--- src/rtl/muldiv8_pkg.sv ---
// muldiv8_pkg: shared encodings and sizes for the muldiv8 sequencer
package muldiv8_pkg;

    localparam logic OP_MUL = 1'b0;
    localparam logic OP_DIV = 1'b1;

    typedef enum logic [1:0] {IDLE, WAIT, DONE} state_t;

    localparam logic [7:0] DIV0_QUOT = 8'hFF;
    localparam int         CNT_W     = 4;

endpackage

--- src/rtl/muldiv8_bypass_detect.sv ---
// muldiv8_bypass_detect: trivial-operand detect and result; body exists only when MULDIV8_BYPASS_EN is defined
`ifdef MULDIV8_BYPASS_EN
module muldiv8_bypass_detect
    import muldiv8_pkg::*;
(
    input  logic        i_op,
    input  logic        i_signed,
    input  logic [7:0]  i_a,
    input  logic [7:0]  i_b,
    output logic        o_hit,
    output logic        o_div0,
    output logic [15:0] o_data
);
    logic w_b_zero, w_b_one, w_mul_zero;

    // A zero operand or unit divisor/multiplier has a result known without the array
    always_comb begin
        w_b_zero   = i_b == 8'h00;
        w_b_one    = i_b == 8'h01;
        w_mul_zero = i_a == 8'h00 || w_b_zero;
        o_hit      = (i_op == OP_MUL) ? (w_mul_zero || w_b_one) : (w_b_zero || w_b_one);
        o_div0     = i_op == OP_DIV && w_b_zero;
        o_data     = o_div0            ? {i_a, DIV0_QUOT} :
                     (i_op == OP_DIV)  ? {8'h00, i_a} :
                     w_mul_zero        ? 16'h0000 :
                                         {{8{i_signed & i_a[7]}}, i_a};
    end
endmodule
`endif

--- src/rtl/muldiv8_seq_ctrl.sv ---
// muldiv8_seq_ctrl: valid/ready sequencer for the multicycle muldiv8 array; MULDIV8_BYPASS_EN enables the trivial-operand fast path
module muldiv8_seq_ctrl
    import muldiv8_pkg::*;
#(
    parameter int CORE_LATENCY = 2
) (
    input  logic        clk,
    input  logic        rst_n,
    input  logic        i_ena,
    input  logic        i_in_valid,
    output logic        o_in_ready,
    input  logic        i_in_op,
    input  logic        i_in_signed,
    input  logic [7:0]  i_in_a,
    input  logic [7:0]  i_in_b,
    output logic [7:0]  o_core_a,
    output logic [7:0]  o_core_b,
    output logic        o_core_op,
    output logic        o_core_signed,
    input  logic [15:0] i_core_result,
    output logic        o_out_valid,
    input  logic        i_out_ready,
    output logic [15:0] o_out_data,
    output logic        o_out_div0,
    output logic        o_busy
);
    state_t           r_state, w_next;
    logic [CNT_W-1:0] r_cnt, w_cnt_load;
    logic [7:0]       r_core_a, r_core_b;
    logic             r_core_op, r_core_signed, r_out_valid, r_out_div0;
    logic [15:0]      r_out_data, w_cap_data, w_arr_data;
    logic             w_accept, w_cap_div0, w_arr_div0;

    assign w_accept   = i_in_valid && o_in_ready;
    assign w_arr_div0 = r_core_op == OP_DIV && r_core_b == 8'h00;
    assign w_arr_data = w_arr_div0 ? {r_core_a, DIV0_QUOT} : i_core_result;

`ifdef MULDIV8_BYPASS_EN
    logic        w_hit, w_byp_div0, r_byp, r_byp_div0;
    logic [15:0] w_byp_data, r_byp_data;

    muldiv8_bypass_detect u_bypass (
        .i_op     (i_in_op),
        .i_signed (i_in_signed),
        .i_a      (i_in_a),
        .i_b      (i_in_b),
        .o_hit    (w_hit),
        .o_div0   (w_byp_div0),
        .o_data   (w_byp_data)
    );

    // Hold the fast-path result from accept; a zero count makes WAIT last one cycle so out_valid rises after edge 1
    always_ff @(posedge clk or negedge rst_n) begin
        if (!rst_n) begin
            r_byp      <= 1'b0;
            r_byp_div0 <= 1'b0;
            r_byp_data <= 16'h0000;
        end else if (i_ena && w_accept) begin
            r_byp      <= w_hit;
            r_byp_div0 <= w_byp_div0;
            r_byp_data <= w_byp_data;
        end
    end

    assign w_cnt_load = w_hit ? '0 : CNT_W'(CORE_LATENCY - 1);
    assign w_cap_data = r_byp ? r_byp_data : w_arr_data;
    assign w_cap_div0 = r_byp ? r_byp_div0 : w_arr_div0;
`else
    assign w_cnt_load = CNT_W'(CORE_LATENCY - 1);
    assign w_cap_data = w_arr_data;
    assign w_cap_div0 = w_arr_div0;
`endif

    // State register
    always_ff @(posedge clk or negedge rst_n) begin
        if (!rst_n) r_state <= IDLE;
        else        r_state <= w_next;
    end

    // Next state; a low enable freezes every transition
    always_comb begin
        w_next = r_state;
        if (i_ena) begin
            case (r_state)
                IDLE:    w_next = i_in_valid ? WAIT : IDLE;
                WAIT:    w_next = (r_cnt == '0) ? DONE : WAIT;
                DONE:    w_next = (r_out_valid && i_out_ready) ? IDLE : DONE;
                default: w_next = IDLE;
            endcase
        end
    end

    // Handshake and status outputs decoded from state
    always_comb begin
        o_in_ready = r_state == IDLE && i_ena;
        o_busy     = r_state != IDLE;
    end

    // Operand registers, settle counter and result capture; all hold while i_ena is low
    always_ff @(posedge clk or negedge rst_n) begin
        if (!rst_n) begin
            r_core_a      <= 8'h00;
            r_core_b      <= 8'h00;
            r_core_op     <= 1'b0;
            r_core_signed <= 1'b0;
            r_cnt         <= '0;
            r_out_data    <= 16'h0000;
            r_out_div0    <= 1'b0;
            r_out_valid   <= 1'b0;
        end else if (i_ena) begin
            if (w_accept) begin
                r_core_a      <= i_in_a;
                r_core_b      <= i_in_b;
                r_core_op     <= i_in_op;
                r_core_signed <= i_in_signed;
                r_cnt         <= w_cnt_load;
            end else if (r_state == WAIT) begin
                if (r_cnt != '0) begin
                    r_cnt <= r_cnt - 1'b1;
                end else begin
                    r_out_data  <= w_cap_data;
                    r_out_div0  <= w_cap_div0;
                    r_out_valid <= 1'b1;
                end
            end else if (r_state == DONE && r_out_valid && i_out_ready) begin
                r_out_valid <= 1'b0;
            end
        end
    end

    assign o_core_a      = r_core_a;
    assign o_core_b      = r_core_b;
    assign o_core_op     = r_core_op;
    assign o_core_signed = r_core_signed;
    assign o_out_valid   = r_out_valid;
    assign o_out_data    = r_out_data;
    assign o_out_div0    = r_out_div0;

endmodule

--- config.mk ---
export PLATFORM = sky130hd
export DESIGN_NAME = muldiv8_seq_ctrl
export DESIGN_NICKNAME = d
export VERILOG_FILES = /design/src/rtl/muldiv8_pkg.sv /design/src/rtl/muldiv8_bypass_detect.sv /design/src/rtl/muldiv8_seq_ctrl.sv
export SDC_FILE = /design/constraint.sdc
export NUM_CORES = 1
export LEC_CHECK = 0
export CAP_MARGIN = 15
export CELL_PAD_IN_SITES_DETAIL_PLACEMENT = 1
export CELL_PAD_IN_SITES_GLOBAL_PLACEMENT = 2
export CORE_MARGIN = 10
export CORE_UTILIZATION = 28
export DETAILED_ROUTE_END_ITERATION = 10
export GPL_TIMING_DRIVEN = 0
export HOLD_SLACK_MARGIN = 0.02
export PLACE_DENSITY_LB_ADDON = 0.1
export SYNTH_ARGS = -nofsm -noshare
export SYNTH_HDL_FRONTEND = slang
export SYNTH_HIERARCHICAL = 1
export SYNTH_SLANG_ARGS = --single-unit
--- constraint.sdc ---
create_clock -name clk -period 4.46 [get_ports clk]
set_input_delay 0.892 -clock clk [delete_from_list [all_inputs] [get_ports clk]]
set_output_delay 0.892 -clock clk [all_outputs]
set_load 0.005 [all_outputs]
==> reports/qor.txt, run 1 <==
Worst path cell trace: clkdlybuf4s50_1 > inv_1 > nor3_1 > clkdlybuf4s50_1
Max-slew violations: 0
Via density: 4.611
I/O pins: 77
Net Sw Frac: 0.2956
Critical-path cell with the highest stage delay: clkdlybuf4s50_1
RSZ-0062 raised after global routing: no
Max Clk Rate: 0.3217 GHz
Remaining global-route overflow: 0
Yosys reg bits: 42
Worst vdd ir: 262.5 µV
Reg area: 1051 µm²
Residual DRC count: 0
Layout cell share with drive strength beyond 1: 0.1598
Post-Syn Area per Cell: 11.76 µm²
Fin. Hold Viols: 0
Cts hold-fix bufs: 0
Die area: 10,340 µm²
ANT nets after route: 0
Most frequent cells in the layout: clkdlybuf4s50_1 (75), dfrtp_1 (42), nand2_1 (22)
Dpl hpwl: 4.143 mm
PD cells: 641.7 nW/µm²
IO Port Bufs: 76
CTS tree: done
Drt total wl: 5.506 mm
Wire per inst: 17.15 µm
Hold path startpoint: o_out_data[1]$_DFFE_PN0P_
Post-synthesis sequential area ratio: 0.5622
Syn Nets: 200
Placed cell area: 2741 µm²
CP Buf/Inv Count: 3
Final instance area: 2884 µm²
Drt pass-1 iters: 3
Worst setup path category: in2out
Worst clock skew: 0.008383 ns
Largest net degree at the start of global routing: 27
Final Critical Period: 3.108 ns
Initial antenna violation count: 0
H-tree Lvls: 2
Switching Power: 0.5471 mW
Area grow syn2layout: 54.28%
Worst-Skew Late Latency: 0.30 ns
Static leakage: 1.234 nW
Element type at the critical path start: input pin
Seq pwr share: 0.379
GRT Resource Usage Total: 0.1109
DR vias: 1,480
Die Width: 101.7 µm
Area of the multi-input gates: 726.9 µm²
Drt first-iter violations: 40
Crit-path max FO: 4
Vias in the first global route: 1,684
Final setup violation count: 0
Post-Route Setup TNS: 0 ns
Filler cells: 725
Clk slew on worst S/H paths: 0.08 ns
CTS resizes: 0
Max incr delay on CP: 0.54 ns
YS warnings: 6
Int Pwr: 1.304 mW
Clock Power Share: 0.203
Max_cap viols: 0
Pwr Total: 1.851 mW
Routability cong.: 0.7104
Die Y: 101.7 µm
Most common cell after layout, fill and taps aside: clkdlybuf4s50_1
Worst-Margin Slew: 0.5734 ns
Gate power share: 0.418
CTS Root Cell: clkbuf_8
Worst setup path start: i_ena
Final Hold Slack: 0.4722 ns
Status: finished clean
Reg2Reg Launch Point: r_cnt[0]$_DFFE_PN0P_
Crit. End Element: output pin
Core footprint: 6422 µm²
Synth Cell Area: 1869 µm²
CTS Buf Count: 5
CP most frequent cell: clkdlybuf4s50_1
First-pass GRT wire length: 8.921 mm
Post-Syn Instances: 159
Number of core rows: 29
Post CTS Setup Buffer Count: 0
Initial Util: 0.2911
Period utilisation layout: 0.6970
Min-delay worst type: reg2reg
Rel. slew slack: 0.6137
Antenna diode count: 0
# clock sinks: 42
Top delay family on crit path: buffers and inverters
WP data required: 3.57 ns
Final Net Count: 284
Yosys cell types: 30
Maximum root-to-sink buffer count: 2
CP Data Arrival Time: 2.22 ns
area by class of cell:
class | instances | area share
buffer | 8 | 0.02777
clock buffer | 6 | 0.02863
sequential | 42 | 0.3644
timing repair buffer | 77 | 0.2690
multi-input combinational | 106 | 0.2521
clock inverter | 2 | 0.02082
tap | 77 | 0.03341
inverter | 3 | 0.003905
synth_stat cells:
library cell | count | share of area
inv_1 | 3 | 0.0060
mux2i_1 | 8 | 0.043
ha_1 | 2 | 0.013
o31ai_1 | 1 | 0.0040
nor4_1 | 1 | 0.0033
nor2b_4 | 1 | 0.0074
buf_12 | 1 | 0.011
nor3_1 | 2 | 0.0054
dfrtp_1 | 42 | 0.56
o21ai_0 | 15 | 0.040
a21oi_2 | 1 | 0.0047
and3b_1 | 1 | 0.0047
a21oi_1 | 10 | 0.027
and4b_1 | 1 | 0.0054
nor3b_4 | 1 | 0.010
nand3_1 | 2 | 0.0054
buf_6 | 3 | 0.018
or2_2 | 1 | 0.0033
a21o_1 | 1 | 0.0040
clkbuf_1 | 1 | 0.0020
mux2_2 | 17 | 0.10
or4_1 | 1 | 0.0040
buf_4 | 3 | 0.012
nand2b_1 | 3 | 0.010
a22oi_1 | 1 | 0.0040
a22o_1 | 3 | 0.014
nand2_1 | 22 | 0.044
and3_1 | 1 | 0.0033
mux2_4 | 1 | 0.0080
nor2_1 | 9 | 0.018
power by group through the flow:
stage	registers, mW	logic (mW)	clock network, mW
after global placement	0.708	0.785	0
after detailed placement	0.712	0.788	0
final	0.701	0.774	0.376
after CTS	0.706	0.794	0.390
after global routing	0.733	0.858	0.408
after floorplan	0.705	0.305	0
routing by layer:
metal,track usage,wire length [µm]
met5,0,0
met4,0.03960,74
met3,0.07216,723
met2,0.1660,2437
met1,0.1247,2270
worst paths after layout:
kind	endpoint	slack [ns]	depth (start not counted)
max	o_in_ready	1.35	4
min	o_out_data[1]$_DFFE_PN0P_	0.47	2
max reg2reg	o_out_data[4]$_DFFE_PN0P_	2.67	8
min reg2reg	o_out_data[1]$_DFFE_PN0P_	0.47	2
max in group asynchronous	o_core_a[6]$_DFFE_PN0P_	3.45	2
min in group asynchronous	r_cnt[3]$_DFFE_PN0P_	0.52	1
worst register-to-register path, stage by stage (launching register included):
cell and delay (ns):
dfrtp_1 0.41, inv_1 0.13, ha_1 0.16, nor3b_4 0.30, and3_1 0.21, buf_4 0.15, buf_4 0.17, o21ai_0 0.11
nand2_1 0.08
sequential cells by signal, summed over array words and instances (netlist names):
name and flops:
o_core_b 8, o_core_op 1, o_out_data 16, r_cnt 4, o_out_div0 1, r_state 2
o_out_valid 1, o_core_signed 1, o_core_a 8
kinds of logic (layout without fill, tap and decap cells):
kind of cell             count (synthesis)  in the layout  synth area share
AO/OA/AOI/OAI                           32             32           0.09773
adder cells (fa/ha/maj)                  2              2           0.01338
buffers and inverters                   11             96           0.04886
flip-flops                              42             42            0.5623
multiplexers                            26             26            0.1533
AND/OR/NAND/NOR                         46             46            0.1245
through the flow:
step                      setup slack [ns]    util  cells
after floorplan                      2.441       -    159
after global placement               1.220  0.4245    312
after detailed placement             1.349  0.4268    313
after CTS                            1.349  0.4491    321
after global routing                 1.303  0.4491    321
final                                1.352  0.4491    321
Power figures use the tool's default switching activity.
==> run 2: changes to the inputs <==
Settings changed: CORE_UTILIZATION 28 to 26.
Clock period 4.46 ns to 3.2 ns, I/O delays scaled along.
==> reports/qor.txt, run 2 (synthesis gave the netlist of run 1 again) <==
Worst clock skew: 0.003674 ns
Die Width: 104.8 µm
Reg area: 1051 µm²
Final Hold Slack: 0.2784 ns
Final Critical Period: 2.602 ns
Static leakage: 1.211 nW
Period utilisation layout: 0.8130
IO Port Bufs: 76
CP Data Arrival Time: 1.96 ns
Worst setup path category: in2out
Drt total wl: 5.512 mm
Maximum root-to-sink buffer count: 2
Initial Util: 0.2707
Most frequent cells in the layout: clkdlybuf4s50_1 (75), dfrtp_1 (42), nand2_1 (22)
Worst vdd ir: 379.1 µV
Remaining global-route overflow: 0
Routability cong.: 0.6713
Area grow syn2layout: 52.81%
CTS Root Cell: clkbuf_8
Clk slew on worst S/H paths: 0.08 ns
Seq pwr share: 0.405
H-tree Lvls: 2
DR vias: 1,506
Layout cell share with drive strength beyond 1: 0.1557
Via density: 4.429
Residual DRC count: 0
Antenna diode count: 0
Core footprint: 6907 µm²
Post CTS Setup Buffer Count: 0
I/O pins: 77
Initial antenna violation count: 0
PD cells: 846.5 nW/µm²
Element type at the critical path start: input pin
First-pass GRT wire length: 8.983 mm
Clock Power Share: 0.148
CTS resizes: 0
Pwr Total: 2.418 mW
Most common cell after layout, fill and taps aside: clkdlybuf4s50_1
Status: finished clean
Die Y: 104.8 µm
Max-slew violations: 0
Crit-path max FO: 4
Largest net degree at the start of global routing: 27
CTS tree: done
Dpl hpwl: 4.220 mm
Switching Power: 0.7590 mW
Final setup violation count: 0
WP data required: 2.56 ns
Drt pass-1 iters: 4
Max_cap viols: 0
Wire per inst: 16.21 µm
GRT Resource Usage Total: 0.1011
Filler cells: 782
Final instance area: 2856 µm²
Fin util: 0.4136
# clock sinks: 42
Cts hold-fix bufs: 0
Drt first-iter violations: 27
Number of core rows: 30
RSZ-0062 raised after global routing: no
Area of the multi-input gates: 726.9 µm²
Post-Route Setup TNS: 0 ns
Rel. slew slack: 0.6618
Placed cell area: 2765 µm²
Net Sw Frac: 0.3139
Vias in the first global route: 1,678
Gate power share: 0.446
Max Clk Rate: 0.3844 GHz
Int Pwr: 1.659 mW
Fin. Hold Viols: 0
Final Net Count: 284
ANT nets after route: 0
Die area: 10,980 µm²
Min-delay worst type: in2async
CTS Buf Count: 5
Worst-Margin Slew: 0.5020 ns
Crit. End Element: output pin
Worst-Skew Late Latency: 0.29 ns
Largest register FFs: 16
==> run 2: metrics by stage <==
stage	instances	setup slack (ns)
2_1_floorplan	159	1.519
3_3_place_gp	331	0.1457
3_5_place_dp	332	0.6058
4_1_cts	340	0.5981
5_1_grt	340	0.5625
6_report	340	0.5983
==> run 2: critical path, cell delays in order <==
cell	delay, ns
clkdlybuf4s50_1	0.53
inv_1	0.07
nor3_1	0.18
clkdlybuf4s50_1	0.53
==> run 2: final cells by class <==
| cell class | count | share of cell area |
|---|---|---|
| well taps | 96 | 0.04205 |
| multi-input cells | 106 | 0.2545 |
| clock buffers | 7 | 0.03022 |
| flip-flops and latches | 42 | 0.3679 |
| plain buffers | 8 | 0.02803 |
| clock inverters | 1 | 0.001752 |
| repair buffers | 77 | 0.2716 |
| inverters | 3 | 0.003942 |
==> run 2: metal layers <==
metal	routed length (µm)	vias to the layer above	GRT usage
met5	0	-	0
met4	32	0	0.02647
met3	540	2	0.05651
met2	2580	45	0.1593
met1	2359	743	0.1160
li1	-	716	-
==> run 2: worst paths after layout <==
kind | startpoint | slack, ns | cells past startpoint | end
max reg2reg | r_cnt[0]$_DFFE_PN0P_ | 1.37 | 8 | o_out_data[7]$_DFFE_PN0P_
max in group asynchronous | rst_n | 2.43 | 2 | o_out_data[8]$_DFFE_PN0P_
min reg2reg | o_out_data[4]$_DFFE_PN0P_ | 0.47 | 2 | o_out_data[4]$_DFFE_PN0P_
min | rst_n | 0.28 | 1 | r_cnt[2]$_DFFE_PN0P_
max | i_ena | 0.60 | 4 | o_in_ready
min in group clk | o_out_data[4]$_DFFE_PN0P_ | 0.47 | 2 | o_out_data[4]$_DFFE_PN0P_
==> run 2: power groups by stage <==
stage / clock network, mW / registers (mW) / logic [mW]
after global placement: 0 / 0.984 / 1.09
after floorplan: 0 / 0.983 / 0.425
after global routing: 0.399 / 1.02 / 1.20
after detailed placement: 0 / 0.995 / 1.11
final: 0.359 / 0.980 / 1.08
after CTS: 0.376 / 0.987 / 1.12
